===== src/rtl/uart_rx_baud_gen_pkg.sv =====
// Shared definitions for the UART receive front end: FSM states, divisor limits, frame length.
// Latency: n/a; backpressure: n/a.
package uart_rx_baud_gen_pkg;

  typedef enum logic [1:0] {
    IDLE    = 2'd0,
    START   = 2'd1,
    RUN     = 2'd2,
    WAIT_HI = 2'd3
  } rx_state_t;

  localparam int CNT_W_DEF    = 20;
  localparam int MIN_BAUD_DEF = 15;

  // Bit count after the stop pulse, and the count seen while the stop pulse fires.
  localparam logic [9:0] STOP_CNT = 10'd10;
  localparam logic [9:0] LAST_CNT = STOP_CNT - 10'd1;

endpackage


===== src/rtl/uart_rx_baud_gen_sync.sv =====
// Multi-flop synchroniser for the idle-high serial line; flops reset to 1.
// Latency: STAGES clks; backpressure: none.
module uart_rx_baud_gen_sync #(
  parameter int STAGES = 2
) (
  input  logic clk,
  input  logic rst_n,
  input  logic d,
  output logic q
);

  logic [STAGES-1:0] sync_q;

  always_ff @(posedge clk or negedge rst_n) begin
    if (!rst_n) begin
      sync_q <= '1;
    end else begin
      sync_q <= {sync_q[STAGES-2:0], d};
    end
  end

  assign q = sync_q[STAGES-1];

endmodule


===== src/rtl/uart_rx_baud_gen.sv =====
// UART rx front end: start detect, bit-centre baud_clk pulses, rx_en framing, start/stop checks.
// Latency: first pulse (baud>>1) clks after detect, then every per_q; backpressure: none.
module uart_rx_baud_gen
  import uart_rx_baud_gen_pkg::*;
#(
  parameter int SYNC_STAGES = 2,
  parameter int CNT_W       = CNT_W_DEF,
  parameter int MIN_BAUD    = MIN_BAUD_DEF
) (
  input  logic             clk,
  input  logic             rst_n,
  input  logic             sel,
  input  logic [CNT_W-1:0] baud,
  input  logic             rxd,
  input  logic [9:0]       bit_cnt,
  output logic             rx_en,
  output logic             baud_clk,
  output logic             rx_bit,
  output logic             busy,
  output logic             start_err,
  output logic             frame_err
);

  localparam logic [CNT_W-1:0] MIN_BAUD_C = CNT_W'(MIN_BAUD);

  logic             rxs;
  rx_state_t        state;
  logic [CNT_W-1:0] cnt;
  logic [CNT_W-1:0] per_q;
  logic             stop_bad;

  uart_rx_baud_gen_sync #(
    .STAGES(SYNC_STAGES)
  ) u_sync (
    .clk  (clk),
    .rst_n(rst_n),
    .d    (rxd),
    .q    (rxs)
  );

  always_ff @(posedge clk or negedge rst_n) begin
    if (!rst_n) begin
      state     <= IDLE;
      cnt       <= '0;
      per_q     <= '0;
      stop_bad  <= 1'b0;
      rx_en     <= 1'b0;
      baud_clk  <= 1'b0;
      rx_bit    <= 1'b0;
      busy      <= 1'b0;
      start_err <= 1'b0;
      frame_err <= 1'b0;
    end else begin
      baud_clk  <= 1'b0;
      start_err <= 1'b0;
      frame_err <= 1'b0;
      // Standby or an illegal divisor aborts silently, even mid-frame.
      if (!sel || (baud < MIN_BAUD_C)) begin
        state    <= IDLE;
        cnt      <= '0;
        stop_bad <= 1'b0;
        rx_en    <= 1'b0;
        rx_bit   <= 1'b0;
        busy     <= 1'b0;
      end else begin
        case (state)
          IDLE: begin
            if (!rxs) begin
              per_q    <= baud;
              cnt      <= (baud >> 1) - 1'b1;
              stop_bad <= 1'b0;
              state    <= START;
              rx_en    <= 1'b1;
              busy     <= 1'b1;
            end
          end
          START: begin
            if (cnt == '0) begin
              if (rxs) begin
                start_err <= 1'b1;
                state     <= IDLE;
                rx_en     <= 1'b0;
                busy      <= 1'b0;
              end else begin
                baud_clk <= 1'b1;
                rx_bit   <= 1'b0;
                cnt      <= per_q - 1'b1;
                state    <= RUN;
              end
            end else begin
              cnt <= cnt - 1'b1;
            end
          end
          RUN: begin
            // The counter reaches STOP_CNT the clk after the stop pulse.
            if (bit_cnt == STOP_CNT) begin
              rx_en <= 1'b0;
              cnt   <= '0;
              if (stop_bad) begin
                state <= WAIT_HI;
              end else begin
                state <= IDLE;
                busy  <= 1'b0;
              end
            end else if (cnt == '0) begin
              baud_clk <= 1'b1;
              rx_bit   <= rxs;
              cnt      <= per_q - 1'b1;
              if ((bit_cnt == LAST_CNT) && !rxs) begin
                frame_err <= 1'b1;
                stop_bad  <= 1'b1;
              end
            end else begin
              cnt <= cnt - 1'b1;
            end
          end
          WAIT_HI: begin
            // A held-low line (break) must not be mistaken for a new start bit.
            if (rxs) begin
              state <= IDLE;
              busy  <= 1'b0;
            end
          end
          default: begin
            state <= IDLE;
            rx_en <= 1'b0;
            busy  <= 1'b0;
          end
        endcase
      end
    end
  end

endmodule


===== config.mk =====
export PLATFORM = sky130hd
export DESIGN_NAME = uart_rx_baud_gen
export DESIGN_NICKNAME = d
export VERILOG_FILES = /design/src/rtl/uart_rx_baud_gen_pkg.sv /design/src/rtl/uart_rx_baud_gen_sync.sv /design/src/rtl/uart_rx_baud_gen.sv
export SDC_FILE = /design/constraint.sdc
export NUM_CORES = 1
export LEC_CHECK = 0
export CAP_MARGIN = 20
export CORE_ASPECT_RATIO = 0.6
export CORE_UTILIZATION = 47
export DETAILED_ROUTE_END_ITERATION = 10
export PLACE_DENSITY = 0.79
export SYNTH_ARGS = -nofsm -noshare
export SYNTH_HDL_FRONTEND = slang
export SYNTH_HIERARCHICAL = 1
export SYNTH_SLANG_ARGS = --single-unit

===== constraint.sdc =====
create_clock -name clk -period 5.67 [get_ports clk]
set_input_delay 1.134 -clock clk [delete_from_list [all_inputs] [get_ports clk]]
set_output_delay 1.134 -clock clk [all_outputs]
set_load 0.02 [all_outputs]

==> flow_summary.yaml <==
yosys:
  netlist_instances: 410
  synth_compound_area_share_pct: 21.03
  synthMuxAreaShare_pct: 7.150
  synth_common_cells: "dfrtp_1 (49), nor2_1 (42), nand2_1 (36)"
  synth-simple-area-share_pct: 23.47
  postSynthAreaPerCell_sq_um: 8.621
  ys_types: 57
  yosysTopAreaCellShare_pct: 34.69
  yosysTopAreaCell: "dfrtp_1"
  synth_ff_type: "dfrtp_1"
  syn_nets: 450
  async_flop_share_pct: 100.0
  syn_area_sq_mm: 0.003535
  synthAdderAreaFrac_pct: 2.124
  synth-edff-count: 0
  synth_sequential_area_ratio_pct: 36.18
  synth_area_leaders: "dfrtp_1 (35%), mux2_1 (5.1%), nor2_1 (4.5%), a21oi_1 (4.2%), o21ai_0 (4.1%)"
  synth-warning-count: 6
  yosysMostFrequentCell: "dfrtp_1"
  synthXorXnorAreaFrac_pct: 6.442
  synth_top_family_by_area: "simple AND/OR/NAND/NOR gates"
  synth-seq-cells: 51
clock_network:
  clk_latency_ns: 0.29
  post_cts_buffers: 0
  clk_path_buf_depth: 2
  cts-buffers-inserted: 5
  clock_sink_count: 51
  htree_levels: 2
  cts_root_buf: "clkbuf_16"
  cts_resized: 0
  cts_tree: "done"
  cts_hold_buf: 0
  path_clk_slew_ns: 0.07
floorplan:
  fp.dieW_um: 114.0
  dieArea_sq_mm: 0.007883
  ios: 40
  start_util_pct: 48.64
  fp-row-count: 24
  coreArea_sq_mm: 0.007267
  die_h_um: 69.18
route:
  wirelength_mm: 10.86
  antenna_left: 0
  wl_per_cell_um: 19.77
  firstDrtPassIters: 5
  first_iter_violations: 459
  dr_total_vias: 3484
  detail_route.drc_violations: 0
  avgViaCountPerCell: 6.346
cells_and_area:
  instances_no_fill: 549
  drive_above_1_share_pct: 5.618
  syn_to_final_growth_pct: 17.27
  antenna_cells: 0
  fin_area_sq_mm: 0.004145
  nets: 484
global_routing:
  grt_max_degree: 52
  antenna_found_initial: 0
  grt_use_total_pct: 28.63
  first_global_vias: 3179
  gr-total-overflow: 0
  grt_pass1_wl_mm: 17.17
flow_run:
  drv_cap: 0
sta:
  finClkSkew_ns: 0.005604
  worst_slack_ns: 1.445
  hold_slack_ns: 0.3578
  setup_viol: 0
  finalHoldViolations: 0
  period_share_pct: 74.51
  maxSlewHeadroom_pct: 37.69
  drv_slew: 0
  tightest_slew_ns: 0.9303
  rsz0062_at_grt: "false"
  fin_crit_ns: 4.225
  fin_tns_setup_ns: 0
  max_freq_mhz: 236.7
placement:
  dpl.hpwl_mm: 8.325
  gp_congestion: 0.9046
  post-place-ws_ns: 1.136
  placed_cells: 541
  dpl_cell_area_sq_mm: 0.003998
  port_buffers: 39
worst_setup_path:
  arrival_ns: 4.41
  crit_path_max_fanout: 26
  startpoint_type: "primary input"
  crit_required_ns: 5.85
  worstSetupPathType: "in -> reg"
  critPathCaptureType: "register"
pwr:
  powerDensity_mw_per_mm2: 371.1
  total_leakage_power_nw: 1.578
  peakVddDrop_uv: 192.8
hold_path:
  hp-class: "reg -> reg"
status:
  status: "completed"
[layout by cell type, fill, tap and decap left out, drive strengths merged, types with 8 or more instances in the layout]
cell	synthesis	routed
a22oi	10	10
xnor2	12	12
dfrtp	49	49
nand2	36	36
clkdlybuf4s50	0	38
xor2	14	14
o21ai	29	29
nor4	13	13
nor2	43	43
inv	14	15
mux2	18	18
nor3	22	22
a21oi	30	30
o22ai	8	8
[cell families after synthesis]
kind of cell,Yosys count
and+or+nand+nor,160
AOI/OAI and AO/OA,115
DFF,51
buffers and inverters,29
xor gates and xnor gates,26
muxes,23
adders and majority gates,6
[metrics by stage]
stage	total power, W	util (%)
after CTS	0.001511	57.04
final	0.001538	57.04
after detailed placement	0.001203	55.01
after global placement	0.001189	55.01
after global routing	0.001624	57.04
after floorplan	0.0009906	-
[area by class of cell]
type	instances	area, sq um
fillers	664	3122
repair buffers	42	407.9
clock buffers	5	125.1
clock inverters	3	22.52
flip-flops and latches	51	1279
inverters	14	52.55
multi-input cells	330	2128
well taps	104	130.1
[critical path, cell delays in order]
cell and delay [ns]:
clkdlybuf4s50_1 0.51, or4_4 0.59, or3_4 0.37, o41ai_4 0.28, buf_4 0.35, or3_1 0.75
mux2_2 0.41
[layer usage]
layer	share of wire, %	wire length (um)	GRT usage [%]	vias to the layer above
met2	37	4064	35.96	198
met5	0	0	0	-
met3	15	1655	12.33	5
li1	-	-	-	1598
met4	0.41	44	3.319	0
met1	47	5090	45.37	1683
[power by group]
part | internal [W] | total [W] | switching (W)
logic | 0.000249 | 0.000657 | 0.000408
registers | 0.000449 | 0.000575 | 0.000126
clock network | 0.000165 | 0.000306 | 0.000141
total | 0.000863 | 0.00154 | 0.000675
[flip-flops by register name, indices dropped and copies added (netlist names)]
signal / cells
state: 2
u_sync/sync_q: 2
busy: 1
start_err: 1
per_q: 20
frame_err: 1
cnt: 20
stop_bad: 1
baud_clk: 1
rx_bit: 1
rx_en: 1
[worst paths after layout]
path | from | slack [ns] | depth (start not counted) | end
setup / recovery | baud[6] | 1.45 | 7 | per_q[0]
hold / removal | u_sync/sync_q[0] | 0.36 | 0 | u_sync/sync_q[1]
setup reg to reg | cnt[12] | 1.70 | 13 | cnt[14]
hold reg to reg | u_sync/sync_q[0] | 0.36 | 0 | u_sync/sync_q[1]
max in group asynchronous | rst_n | 4.24 | 2 | cnt[4]
min in group asynchronous | rst_n | 0.95 | 2 | start_err
Note: power is estimated with default switching activity, not from simulation.
